## src/rtl/flash_voice_arbiter_pkg.sv

```systemverilog
// Shared types and defaults for the flash voice arbiter slice.
// Holds the FSM state enum and the pointer-wrap helper.
package flash_arb_pkg;

  localparam int FL_WAIT_DEFAULT = 4;
  localparam int FL_ADDR_W       = 22;
  localparam int MAX_VOICES      = 8;

  typedef enum logic [1:0] {
    IDLE  = 2'd0,
    RD_LO = 2'd1,
    RD_HI = 2'd2,
    ACK   = 2'd3
  } arb_state_t;

  // Advance a voice index by one, wrapping back to 0 after the last voice.
  function automatic logic [2:0] wrap_inc(input logic [2:0] idx, input int num_voices);
    if (int'(idx) >= num_voices - 1) return 3'd0;
    return idx + 3'd1;
  endfunction

endpackage

```

## src/rtl/flash_voice_arbiter_if.sv

```systemverilog
// Voice-side bus between the per-voice sample players and the flash arbiter.
interface flash_voice_arbiter_if
  import flash_arb_pkg::*;
#(
  parameter int NUM_VOICES = 7,
  parameter int ADDR_W     = FL_ADDR_W
);

  logic [NUM_VOICES-1:0]        i_req;
  logic [NUM_VOICES*ADDR_W-1:0] i_addr;
  logic [NUM_VOICES-1:0]        i_mask;
  logic [NUM_VOICES-1:0]        o_ack;
  logic [15:0]                  o_data;
  logic                         o_busy;
  logic [2:0]                   o_gnt_id;

  modport master (
    output i_req, i_addr, i_mask,
    input  o_ack, o_data, o_busy, o_gnt_id
  );

  modport slave (
    input  i_req, i_addr, i_mask,
    output o_ack, o_data, o_busy, o_gnt_id
  );

endinterface

```

## src/rtl/flash_voice_arbiter_rr_pick.sv

```systemverilog
// Combinational round-robin picker: first eligible voice at or after ptr,
// searching upward modulo NUM_VOICES.
module rr_pick
  import flash_arb_pkg::*;
#(
  parameter int NUM_VOICES = 7
) (
  input  logic [NUM_VOICES-1:0] elig,
  input  logic [2:0]            ptr,
  output logic                  found,
  output logic [2:0]            idx
);

  int k;

  // Scan from the farthest offset down so the nearest eligible voice wins last.
  always_comb begin
    found = 1'b0;
    idx   = 3'd0;
    k     = 0;
    for (int off = NUM_VOICES - 1; off >= 0; off--) begin
      k = int'(ptr) + off;
      if (k >= NUM_VOICES) k = k - NUM_VOICES;
      if (elig[k[2:0]]) begin
        found = 1'b1;
        idx   = k[2:0];
      end
    end
  end

endmodule

```

## src/rtl/flash_voice_arbiter.sv

```systemverilog
// Shares one 8-bit sample flash between several note voices: round-robin pick,
// two timed byte reads, then a one-cycle ack carrying the 16-bit sample.
module flash_voice_arbiter
  import flash_arb_pkg::*;
#(
  parameter int NUM_VOICES  = 7,
  parameter int ADDR_W      = FL_ADDR_W,
  parameter int WAIT_CYCLES = FL_WAIT_DEFAULT
) (
  input  logic                  iCLK,
  input  logic                  iRST,
  flash_voice_arbiter_if.slave  bus,
  output logic [ADDR_W-1:0]     o_fl_addr,
  output logic                  o_fl_ce_n,
  output logic                  o_fl_oe_n,
  output logic                  o_fl_we_n,
  output logic                  o_fl_rst_n,
  input  logic [7:0]            i_fl_dq
);

  localparam logic [3:0] LAST_WAIT = 4'(WAIT_CYCLES - 1);

  arb_state_t              state;
  logic [3:0]              wait_cnt;
  logic [2:0]              ptr;
  logic [ADDR_W-1:0]       addr_r;
  logic [7:0]              lo_r;

  logic [NUM_VOICES-1:0]   elig;
  logic                    pick_found;
  logic [2:0]              pick_idx;
  logic [ADDR_W-1:0]       pick_addr;

  assign elig      = bus.i_req & bus.i_mask;
  assign pick_addr = bus.i_addr[pick_idx*ADDR_W +: ADDR_W];

  // The flash is only ever read, so write enable and reset stay parked high.
  assign o_fl_we_n  = 1'b1;
  assign o_fl_rst_n = 1'b1;

  rr_pick #(
    .NUM_VOICES(NUM_VOICES)
  ) u_pick (
    .elig  (elig),
    .ptr   (ptr),
    .found (pick_found),
    .idx   (pick_idx)
  );

  // Outputs are loaded on the edge entering each state so pins are clean registers.
  always_ff @(posedge iCLK or negedge iRST) begin
    if (!iRST) begin
      state        <= IDLE;
      wait_cnt     <= 4'd0;
      ptr          <= 3'd0;
      addr_r       <= '0;
      lo_r         <= 8'd0;
      bus.o_ack    <= '0;
      bus.o_data   <= 16'd0;
      bus.o_busy   <= 1'b0;
      bus.o_gnt_id <= 3'd0;
      o_fl_addr    <= '0;
      o_fl_ce_n    <= 1'b1;
      o_fl_oe_n    <= 1'b1;
    end else begin
      bus.o_ack <= '0;
      unique case (state)
        IDLE: begin
          if (pick_found) begin
            addr_r       <= pick_addr;
            bus.o_gnt_id <= pick_idx;
            o_fl_addr    <= pick_addr;
            o_fl_ce_n    <= 1'b0;
            o_fl_oe_n    <= 1'b0;
            bus.o_busy   <= 1'b1;
            wait_cnt     <= 4'd0;
            state        <= RD_LO;
          end
        end
        RD_LO: begin
          if (wait_cnt == LAST_WAIT) begin
            lo_r      <= i_fl_dq;
            wait_cnt  <= 4'd0;
            o_fl_addr <= addr_r + 1'b1;
            state     <= RD_HI;
          end else begin
            wait_cnt <= wait_cnt + 4'd1;
          end
        end
        RD_HI: begin
          if (wait_cnt == LAST_WAIT) begin
            bus.o_data <= {i_fl_dq, lo_r};
            bus.o_ack  <= NUM_VOICES'(1) << bus.o_gnt_id;
            wait_cnt   <= 4'd0;
            o_fl_ce_n  <= 1'b1;
            o_fl_oe_n  <= 1'b1;
            state      <= ACK;
          end else begin
            wait_cnt <= wait_cnt + 4'd1;
          end
        end
        ACK: begin
          ptr        <= wrap_inc(bus.o_gnt_id, NUM_VOICES);
          bus.o_busy <= 1'b0;
          state      <= IDLE;
        end
        default: state <= IDLE;
      endcase
    end
  end

endmodule

```

## src/flat_wrapper.sv

```systemverilog
// flat-port wrapper written by rule: the top's interface ports become plain ports
module flash_voice_arbiter_flat import flash_arb_pkg::*;
#(
  parameter int NUM_VOICES  = 7,
  parameter int ADDR_W      = FL_ADDR_W,
  parameter int WAIT_CYCLES = FL_WAIT_DEFAULT
)
  (iCLK, iRST, o_fl_addr, o_fl_ce_n, o_fl_oe_n, o_fl_we_n, o_fl_rst_n, i_fl_dq, bus_i_req, bus_i_addr, bus_i_mask, bus_o_ack, bus_o_data, bus_o_busy, bus_o_gnt_id);
  flash_voice_arbiter_if #(.NUM_VOICES(NUM_VOICES), .ADDR_W(ADDR_W)) bus_i ();
  input  logic iCLK;
  input  logic iRST;
  output logic [ADDR_W-1:0] o_fl_addr;
  output logic o_fl_ce_n;
  output logic o_fl_oe_n;
  output logic o_fl_we_n;
  output logic o_fl_rst_n;
  input  logic [7:0] i_fl_dq;
  input wire logic [$bits(bus_i.i_req)-1:0] bus_i_req;
  input wire logic [$bits(bus_i.i_addr)-1:0] bus_i_addr;
  input wire logic [$bits(bus_i.i_mask)-1:0] bus_i_mask;
  output wire logic [$bits(bus_i.o_ack)-1:0] bus_o_ack;
  output wire logic [$bits(bus_i.o_data)-1:0] bus_o_data;
  output wire logic [$bits(bus_i.o_busy)-1:0] bus_o_busy;
  output wire logic [$bits(bus_i.o_gnt_id)-1:0] bus_o_gnt_id;
  assign bus_i.i_req = bus_i_req;
  assign bus_i.i_addr = bus_i_addr;
  assign bus_i.i_mask = bus_i_mask;
  assign bus_o_ack = bus_i.o_ack;
  assign bus_o_data = bus_i.o_data;
  assign bus_o_busy = bus_i.o_busy;
  assign bus_o_gnt_id = bus_i.o_gnt_id;
  flash_voice_arbiter #(.NUM_VOICES(NUM_VOICES), .ADDR_W(ADDR_W), .WAIT_CYCLES(WAIT_CYCLES)) u_core (.iCLK(iCLK), .iRST(iRST), .bus(bus_i), .o_fl_addr(o_fl_addr), .o_fl_ce_n(o_fl_ce_n), .o_fl_oe_n(o_fl_oe_n), .o_fl_we_n(o_fl_we_n), .o_fl_rst_n(o_fl_rst_n), .i_fl_dq(i_fl_dq));
endmodule
```

## config.mk

```make
export PLATFORM = sky130hd
export DESIGN_NAME = flash_voice_arbiter_flat
export DESIGN_NICKNAME = d
export VERILOG_FILES = /design/src/rtl/flash_voice_arbiter_pkg.sv /design/src/rtl/flash_voice_arbiter_if.sv /design/src/rtl/flash_voice_arbiter_rr_pick.sv /design/src/rtl/flash_voice_arbiter.sv /design/src/flat_wrapper.sv
export SDC_FILE = /design/constraint.sdc
export NUM_CORES = 1
export LEC_CHECK = 0
export ABC_AREA = 1
export CELL_PAD_IN_SITES_DETAIL_PLACEMENT = 1
export CELL_PAD_IN_SITES_GLOBAL_PLACEMENT = 1
export CORE_UTILIZATION = 40
export CTS_BUF_LIST = sky130_fd_sc_hd__clkbuf_4 sky130_fd_sc_hd__clkbuf_8
export CTS_CLUSTER_DIAMETER = 200
export DETAILED_ROUTE_END_ITERATION = 8
export DONT_BUFFER_PORTS = 1
export PLACE_DENSITY_LB_ADDON = 0.1
export SYNTH_ARGS = -nofsm -noshare
export SYNTH_HDL_FRONTEND = slang
export SYNTH_HIERARCHICAL = 1
export SYNTH_SLANG_ARGS = --single-unit
```

## constraint.sdc

```tcl
create_clock -name iCLK -period 3.5 [get_ports iCLK]
set_clock_uncertainty 0.05 [all_clocks]
set_input_delay 0.35 -clock iCLK [delete_from_list [all_inputs] [get_ports iCLK]]
set_output_delay 0.35 -clock iCLK [all_outputs]
set_load 0.02 [all_outputs]
```

Word-level counts from Yosys, hierarchy flattened
Index checks and enable logic that the tools add are counted.
{"block": "totals", "ff_bits": 89, "input_bits": 178, "word_cells": 123}
{"block": "op_classes", "n_addsub": 16, "shift": 2, "bitwise_logic": 1, "n_eq_ne": 7, "reduce_logical": 14, "mux": 56, "n_mul": 1, "order_cmp": 15}
{"operator": "154-bit by 9-bit indexed part select with 22-bit output", "count": 1}
{"operator": "3-bit 2-to-1 mux", "count": 16}
{"operator": "22-bit 2-to-1 mux", "count": 2}
{"operator": "22-bit case mux with 2 select lines", "count": 1}
{"operator": "3-bit by 4-bit < comparator with 1-bit output (second input constant)", "count": 7}
{"operator": "4-bit by 3-bit greater-or-equal comparator with 1-bit output (second input constant)", "count": 6}
{"operator": "22-bit by 1-bit adder with 22-bit output (second input constant)", "count": 1}
{"operator": "1-bit binary-select mux with 3-bit select", "count": 7}
{"operator": "3-bit subtractor (second input constant)", "count": 7}
{"operator": "1-bit 2-to-1 mux", "count": 19}
{"operator": "7-bit 2-to-1 mux", "count": 2}
{"operator": "3-bit by 3-bit adder with 4-bit output (second input constant)", "count": 3}
{"operator": "2-bit AND reduction", "count": 5}
{"operator": "3-bit AND reduction", "count": 3}
{"operator": "3-bit by 2-bit adder with 4-bit output (second input constant)", "count": 2}
{"operator": "4-bit 2-to-1 mux", "count": 2}
{"operator": "2-bit case mux with 4 select lines", "count": 1}
{"operator": "4-bit case mux with 2 select lines", "count": 1}
{"operator": "2-bit nonzero test", "count": 4}
{"operator": "7-bit bitwise AND", "count": 1}
{"operator": "3-bit by 4-bit multiplier with 7-bit output (second input constant)", "count": 1}
{"operator": "1-bit by 3-bit left shift with 7-bit output (first input constant)", "count": 1}
{"operator": "3-bit greater-or-equal comparator (second input constant)", "count": 2}
{"operator": "2-bit 2-to-1 mux", "count": 3}
{"operator": "other kinds (10)", "count": 14}

Logic depth before layout (Yosys ltp)
Gate-level depths: netlist of run 1.
{"block": "depth", "ltp_word": 16, "ltp_mapped": 32, "mapped_depth_nobuf": 29}

By module
Netlist of run 1, hierarchy kept.
{"mod": "flash_voice_arbiter", "area_each_um2": 6118.4, "n_inst": 1, "cells_per_inst": 916, "seq_area_each_um2": 2228.4}
{"mod": "rr_pick", "area_each_um2": 1203.7, "n_inst": 1, "cells_per_inst": 240, "seq_area_each_um2": 0.0}

Least setup slack after synthesis of run 1
Ideal clock, no wire load.
{"block": "synth_path", "path_kind": "reg2reg", "startpoint": "register u_core.ptr[1]", "endpoint": "register u_core.o_fl_addr[15]", "t_arrival_ns": 3.134, "setup_time_ns": 0.117, "stages_incl_launch_ff": 25, "n_path_buf": 1, "synth_period_minus_slack_ns": 3.301, "required_time_ns": 3.333, "setup_slack_ns": 0.199, "cell_sequence": "dfrtp_1 -> inv_1 -> ha_1 -> inv_1 -> fa_1 -> o21ai_0 -> inv_1 -> o21ai_0 -> a21oi_1 -> o21bai_2 -> nand2_1 -> a21oi_1 -> nand2_1 -> nand2_1 -> nand2_1 -> nand2_1 -> buf_6 -> inv_4 -> or2_2 -> nand2_1 -> nand3_1 -> nand2_1 -> nand2_1 -> nand3_1 -> nand2_1"}
{"block": "synth_via", "elab_chain_cells": 16}
{"element": "start: declaration", "line_no": "flash_voice_arbiter.sv:25", "text": "logic [2:0] ptr;"}
{"element": "start signal: assignment", "line_no": "flash_voice_arbiter.sv:103", "text": "ptr <= wrap_inc(bus.o_gnt_id, NUM_VOICES);"}
{"element": "3-bit by 3-bit adder with 4-bit output", "line_no": "flash_voice_arbiter_rr_pick.sv:22", "text": "k = int'(ptr) + off;"}
{"element": "4-bit by 3-bit greater-or-equal comparator with 1-bit output or 3-bit subtractor (tied branches)", "line_no": "flash_voice_arbiter_rr_pick.sv:23", "text": "if (k >= NUM_VOICES) k = k - NUM_VOICES;"}
{"element": "3-bit 2-to-1 mux", "line_no": "flash_voice_arbiter_rr_pick.sv:23"}
{"element": "1-bit binary-select mux with 3-bit select", "line_no": "flash_voice_arbiter_rr_pick.sv:24", "text": "if (elig[k[2:0]]) begin"}
{"element": "1-bit 2-to-1 mux (implied by the code)", "line_no": "flash_voice_arbiter_rr_pick.sv:24"}
{"element": "3-bit 2-to-1 mux (6 in a row)", "line_no": "flash_voice_arbiter_rr_pick.sv:24"}
{"element": "3-bit 2-to-1 mux (*)", "line_no": "flash_voice_arbiter_rr_pick.sv:24"}
{"element": "via u_core.pick_idx[0]", "line_no": "flash_voice_arbiter.sv:31", "text": "logic [2:0] pick_idx;"}
{"element": "3-bit by 4-bit multiplier with 7-bit output (*)", "line_no": "flash_voice_arbiter.sv:35", "text": "assign pick_addr = bus.i_addr[pick_idx*ADDR_W +: ADDR_W];"}
{"element": "154-bit by 9-bit indexed part select with 22-bit output (*)", "line_no": "flash_voice_arbiter.sv:35"}
{"element": "22-bit 2-to-1 mux (*)", "line_no": "flash_voice_arbiter.sv:69", "text": "if (pick_found) begin"}
{"element": "22-bit case mux with 2 select lines (*)", "line_no": "flash_voice_arbiter.sv:67", "text": "unique case (state)"}
{"element": "end signal: assignment", "line_no": "flash_voice_arbiter.sv:72", "text": "o_fl_addr <= pick_addr;"}
{"element": "end signal: assignment", "line_no": "flash_voice_arbiter.sv:84", "text": "o_fl_addr <= addr_r + 1'b1;"}
{"element": "end: declaration", "line_no": "flash_voice_arbiter.sv:13", "text": "output logic [ADDR_W-1:0] o_fl_addr,"}
Mark *: on every way through the listed nets, which the timed path passes. The rest lies on a longest branch. The select of a mux whose other input is x is not followed.
A chain may end at the register's enable or synchronous reset.

Final worst setup path of run 1
{"block": "layout_path", "startpoint": "register u_core.ptr[1]", "endpoint": "register u_core.o_fl_addr[12]"}
The elaborated chain is that of the path after synthesis.

==> results of run 1 <==
## synth_stat cells, types with 2 or more instances
master,count,share of area (%)
inv_1,135,6.9
nand4_1,6,0.51
o211ai_1,5,0.51
dfrtp_1,88,30
nand3b_1,3,0.31
nand2_1,389,20
buf_6,11,1.7
o21bai_1,2,0.20
o21ai_2,2,0.24
clkinv_1,2,0.10
buf_4,14,1.4
nand3_1,121,8.3
nand2_4,2,0.31
a31oi_1,4,0.34
nor2_2,2,0.17
buf_2,8,0.55
nor3_1,8,0.55
xor2_1,2,0.24
clkbuf_1,12,0.62
a21oi_1,32,2.2
o21ai_1,23,1.6
or2_2,3,0.26
inv_2,10,0.51
nor2_4,8,1.2
nor2_1,106,5.4
mux2_2,8,1.2
o21ai_0,88,6.0
nand2_2,13,1.1
a21boi_1,2,0.20
nand3_2,4,0.55
ha_1,22,3.8
## final timing paths
check	start	end	cells after the start
min	i_fl_dq[0]	u_core/bus.o_data[8]$_DFFE_PN0P_	2
max	u_core/ptr[1]$_DFFE_PN0P_	u_core/o_fl_addr[12]$_DFFE_PN0P_	25
max in group asynchronous	iRST	u_core/ptr[0]$_DFFE_PN0P_	2
max reg2reg	u_core/ptr[1]$_DFFE_PN0P_	u_core/o_fl_addr[12]$_DFFE_PN0P_	25
min in group asynchronous	iRST	u_core/bus.o_data[1]$_DFFE_PN0P_	2
min reg2reg	u_core/lo_r[7]$_DFFE_PN0P_	u_core/lo_r[7]$_DFFE_PN0P_	2
## stage by stage
step / area (um^2) / setup slack, ns / utilization [%]
after CTS: 8162 / -0.009623 / 45.43
after detailed placement: 7895 / -0.1722 / 43.95
after floorplan: 7326 / 0.1989 / -
after global placement: 7895 / -0.1613 / 43.95
final: 8887 / -0.02270 / 49.47
after global routing: 8887 / -0.2254 / 49.47
## worst max-delay path: cells and delay by family (launching register included)
kind,cells,cell delay (ns)
DFF,1,0.40
adders and majority gates,2,0.57
and+or+nand+nor,11,1.03
AOI/OAI and AO/OA,6,0.78
buffers and inverters,6,0.59
## cells by family after synthesis
family          after synthesis  synth area share [%]
compound gates              166                 12.46
xor+xnor                      4                0.5811
fa+ha+maj                    23                 4.033
buf+inv                     196                 12.13
flops                        89                 30.43
mux                           9                 1.367
other cells                   1               0.05122
simple gates                668                 38.94
## cell type report
cell class / count / area (um^2) / share of cell area [%]
clock buffers: 9 / 123.9 / 1.394
repair buffers: 89 / 947.2 / 10.66
multi-input cells: 872 / 4648 / 52.30
clock inverters: 7 / 86.33 / 0.9714
diodes: 1 / 2.502 / 0.02816
flip-flops and latches: 89 / 2230 / 25.09
inverters: 148 / 563.0 / 6.335
well taps: 229 / 286.5 / 3.224
## flip-flops by register name, indices dropped and copies added, names as in the netlist, 2 cells and up
signal,count
u_core/bus.o_data,16
u_core/wait_cnt,4
u_core/lo_r,8
u_core/addr_r,22
u_core/bus.o_ack,7
u_core/o_fl_addr,22
u_core/ptr,3
u_core/bus.o_gnt_id,3
u_core/state,2
## layout by cell type (no fill, tap or decap), types with 2 or more instances in the layout
| cell type | instances |
|---|---|
| o21ai_2 | 14 |
| o21bai_1 | 2 |
| nor2_2 | 12 |
| a21oi_1 | 23 |
| nand2_4 | 7 |
| nand2_2 | 41 |
| buf_12 | 9 |
| clkbuf_8 | 9 |
| inv_2 | 12 |
| dfrtp_1 | 87 |
| clkinv_1 | 2 |
| buf_4 | 59 |
| inv_1 | 131 |
| or2_2 | 3 |
| a21oi_2 | 10 |
| o21ai_1 | 38 |
| clkbuf_16 | 5 |
| xor2_1 | 2 |
| inv_6 | 3 |
| buf_6 | 13 |
| ha_4 | 4 |
| nor2_1 | 89 |
| nand4_1 | 6 |
| conb_1 | 2 |
| nand3_2 | 21 |
| nand3_1 | 104 |
| ha_1 | 17 |
| nor3_1 | 8 |
| inv_4 | 3 |
| o211ai_1 | 5 |
| nor2_4 | 15 |
| a21boi_1 | 2 |
| a31oi_1 | 4 |
| o21ai_0 | 61 |
| nand3b_1 | 3 |
| mux2_2 | 8 |
| nand2_1 | 355 |
## metal layers
| layer | vias up | global-route usage (%) |
|---|---|---|
| met2 | 202 | 49.97 |
| met1 | 3715 | 32.04 |
| met4 | 0 | 9.280 |
| met3 | 46 | 5.519 |
| met5 | - | 0 |
| li1 | 3759 | - |
## repair_timing
item                                    4_1_cts  5_1_grt
cloned                                        0        8
buffers inserted                              0       12
pin swaps                                     0       66
gates resized for setup                       7      155
hold endpoints to repair                     89        0
hold buffers                                  2        0
endpoints found under the setup margin       44       48
==> key figures, run 1 <==
Timing
  • Period utilization: 100.6%
  • Worst hold slack: about 0.076 ns
  • Min Tclk post-route: 3.523 ns
  • Peak Freq: ~280 MHz
  • Total Neg Setup Slack: -0.03883 ns
  • Slew margin rel.: 60.06%
  • Final hold vios: 0
  • Worst slew pin tran: 0.5970 ns
  • Final setup viols: 4
  • RSZ-0062 raised after global routing: yes
  • Setup WS post-layout: -0.02270 ns
  • Final Max Slew Viols: 0

Run status
  • Status: complete, but fails checks
  • Failing checks: setup timing

Place
  • Placed Instances: 1406
  • RD Place Congestion: approximately 0.94
  • Number of port buffers: 0
  • Hpwl dp: just under 20000 um

Flow run
  • Max-cap violations: 0

Finish
  • Area grow syn2layout: 21.38%
  • Fillers: about 2400
  • Final std cells w/o fill: between 1000 and 1500
  • Layout cells sized above 1: 21.91%
  • Final Net Count: 1410

Floorplan
  • Chip Width: 137.3 um
  • Die ar.: ~19000 um^2
  • Row count: 49
  • Area of the core: 17960 um^2
  • Die Ht: 137.3 um
  • I/O pin cnt: 231
  • Initial core utilization: 40.76%

Setup path
  • Worst path slowest cell: fa_2
  • CP startpoint kind: flip-flop
  • Critical path fanouts, max: 7
  • R2R Setup Slk: -0.02 ns
  • CP Capture Type: flip-flop
  • Worst path arrival time: 3.74 ns
  • CP peak stage delay: roughly 0.44 ns
  • Worst Path Required: approximately 3.7 ns
  • Kind of critical path: flip-flop to flip-flop

GRT
  • Largest net degree at the start of global routing: 90
  • First-pass GRT wire length: 39520 um
  • Initial antenna violation count: 1
  • All-Layer GR Usage: between 20% and 30%
  • Congestion Overflow GR: 0
  • Vias in the first global route: 7645

Routing
  • Final WL: 26750 um
  • DRT antenna net count: 0
  • Met3 routed WL: 1109 um
  • Post-Route M1 WL: 11230 um
  • Detailed Routing Iterations Pass 1: 4
  • WL met2: between 10000 and 15000 um
  • DR iter-0 viols: 289
  • Top routing layer in use: met4
  • Vias per cell: approximately 5.3
  • DRC: 0
  • Via Count: 7722
  • Routed wire per std cell: 18.52 um

Clock tree
  • CTS tree: built
  • CTS buffer count: 9
  • CTS clk-pin slew, worst paths: 0.10 ns
  • Clock tree buffer depth: 2
  • H-tree depth: 3
  • Clock Latency Late Sink: ~0.38 ns
  • Root cell of the clock tree: clkbuf_8
  • # clock sinks: around 90

Hold path
  • Hold WC Path Type: input pin to flip-flop

Synthesis
  • Predominant post-synthesis flop cell: dfrtp_1
  • Synth unique cells: 52
  • Yosys warns: 6
  • Seq/Total Area, Yosys: a little over 30%
  • Syn Area/Cell: 6.334 um^2
  • Synthesis-stage register bit count: 89
  • FFs w/ async S/R, synth: 100.0%
  • Post-Syn Area: 7322 um^2
  • EDFF count, synth: 0
  • Cell count after synthesis: 1156
Power of run 1 is left out: the tool's default activity adds up to more than one toggle a clock period on the data nets, which glitch-free logic cannot reach.
==> run 2, diff against run 1 <==
Settings changed: CORE_UTILIZATION 40 to 41.
==> key figures, run 2 (synthesis gave the netlist of run 1 again) <==
Timing
  • Final setup viols: 0
  • Final hold vios: 0
  • Setup WS post-layout: 0.02061 ns
  • Period utilization: 99.41%
  • Worst slew pin tran: 0.5753 ns
  • RSZ-0062 raised after global routing: yes
  • Slew margin rel.: 61.51%
  • Peak Freq: approximately 290 MHz
  • Worst hold slack: roughly 0.087 ns
  • Final Max Slew Viols: 0
  • Min Tclk post-route: ~3.5 ns

Clock tree
  • Clock tree buffer depth: 2
  • # clock sinks: 89
  • Root cell of the clock tree: clkbuf_8
  • CTS buffer count: 9
  • CTS clk-pin slew, worst paths: around 0.10 ns
  • CTS tree: built
  • H-tree depth: 3
  • Clock Latency Late Sink: 0.38 ns

Finish
  • Largest regs: u_core/addr_r x22, u_core/o_fl_addr x22, u_core/bus.o_data x16
  • Commonest cells after routing, fill and taps aside: nand2_1, inv_1, nand3_1
  • Area grow syn2layout: 17.17%
  • Commonest non-fill, non-tap cell in the layout: nand2_1
  • Final std cells w/o fill: 1417
  • Final Net Count: ~1400
  • Fillers: 2300
  • Layout cells sized above 1: 18.88%
  • Ant diodes: 0

Flow run
  • Max-cap violations: 0

Place
  • RD Place Congestion: roughly 0.86
  • Dpl ws: -0.09427 ns
  • Number of port buffers: 0
  • Hpwl dp: 19080 um
  • Placed Instances: 1376

GRT
  • Congestion Overflow GR: 0
  • First-pass GRT wire length: approximately 39000 um
  • Largest net degree at the start of global routing: 90
  • All-Layer GR Usage: 27.32%
  • Initial antenna violation count: 0
  • Vias in the first global route: 7549

Routing
  • Via Count: 7571
  • Detailed Routing Iterations Pass 1: 4
  • Vias per cell: 5.343
  • Routed wire per std cell: 18.29 um
  • Final WL: about 26000 um
  • DR iter-0 viols: between 300 and 400
  • DRC: 0
  • DRT antenna net count: 0

Setup path
  • Worst path arrival time: ~3.7 ns
  • Crit path top cell by count: nand2_2
  • CP peak stage delay: 0.41 ns
  • Buffers plus inverters on the worst setup path: 6
  • Kind of critical path: flip-flop to flip-flop
  • Worst path slowest cell: fa_2
  • Critical path fanouts, max: 8
  • CP startpoint kind: flip-flop
  • CP delay by family, top: simple AND/OR/NAND/NOR gates
  • CP Capture Type: flip-flop
  • Worst Path Required: about 3.8 ns

Floorplan
  • Die Ht: between 100 and 150 um
  • Row count: 48
  • Initial core utilization: a little over two fifths
  • Die ar.: between 15000 and 20000 um^2
  • I/O pin cnt: about 230
  • Area of the core: 17360 um^2
  • Chip Width: 135.6 um

Hold path
  • Hold WC Path Type: input pin to flip-flop

Run status
  • Status: complete, no violations
-- run 2: metal layers --
metal / share of wire [%] / track usage, % / vias up
li1: - / - / 3702
met1: 40 / 31.66 / 3639
met2: 53 / 50.28 / 197
met3: 5.2 / 5.537 / 33
met4: 2.2 / 7.615 / 0
met5: 0 / 0 / -
-- run 2: final timing paths --
kind	endpoint	cells past startpoint	slack, ns	from
setup reg to reg	u_core/o_fl_addr[3]$_DFFE_PN0P_	26	0.02	u_core/ptr[1]$_DFFE_PN0P_
hold / removal	u_core/lo_r[6]$_DFFE_PN0P_	2	0.09	i_fl_dq[6]
hold reg to reg	u_core/lo_r[2]$_DFFE_PN0P_	2	0.45	u_core/lo_r[2]$_DFFE_PN0P_
max in group asynchronous	u_core/o_fl_oe_n$_DFFE_PN1P_	2	2.54	iRST
min in group asynchronous	u_core/bus.o_ack[2]$_DFF_PN0_	2	0.50	iRST
setup / recovery	u_core/o_fl_addr[3]$_DFFE_PN0P_	26	0.02	u_core/ptr[1]$_DFFE_PN0P_
-- run 2: worst register-to-register path, stage by stage (launching register included) --
cell	delay [ns]
dfrtp_1	0.40
inv_2	0.08
ha_4	0.14
inv_4	0.03
fa_2	0.41
nand2_2	0.10
o21ai_2	0.07
buf_6	0.13
inv_2	0.04
o21ai_0	0.06
o21ai_1	0.19
nand2_1	0.11
nand2_2	0.14
a21oi_2	0.05
nand2_1	0.09
nand2_2	0.07
nand2_4	0.09
nand2_8	0.10
buf_6	0.15
nor2_4	0.22
buf_6	0.18
nand2_1	0.06
o21ai_1	0.07
nand2_1	0.07
nand2_2	0.10
nand2_2	0.05
a21oi_2	0.14
-- run 2: area by class of cell --
cell class              count  area [um^2]  area share, %
clock buffers               9        123.9          1.444
multi-input cells         872         4566          53.22
repair buffers             67        740.7          8.634
well taps                 225        281.5          3.281
inverters                 148        575.6          6.708
clock inverters             7        61.31         0.7146
flip-flops and latches     89         2231          26.00
-- run 2: timing repair --
| item | CTS | global route |
|---|---|---|
| resized for setup | 6 | 124 |
| pin swaps | 0 | 24 |
| hold buffers | 2 | 0 |
| endpoints found under the setup margin | 33 | 47 |
| cloned | 0 | 3 |
| hold endpoints to repair | 89 | 0 |
| setup buffers | 2 | 18 |
-- run 2: stage by stage --
stage	utilization [%]	setup TNS, ns	instance area (um^2)
final	49.43	0	8579
after global routing	49.43	-2.609	8579
after CTS	45.79	0	7948
after detailed placement	44.33	-1.008	7695
after global placement	44.33	-0.02514	7695
after floorplan	-	0	7326
Power of run 2 is left out for the same reason.
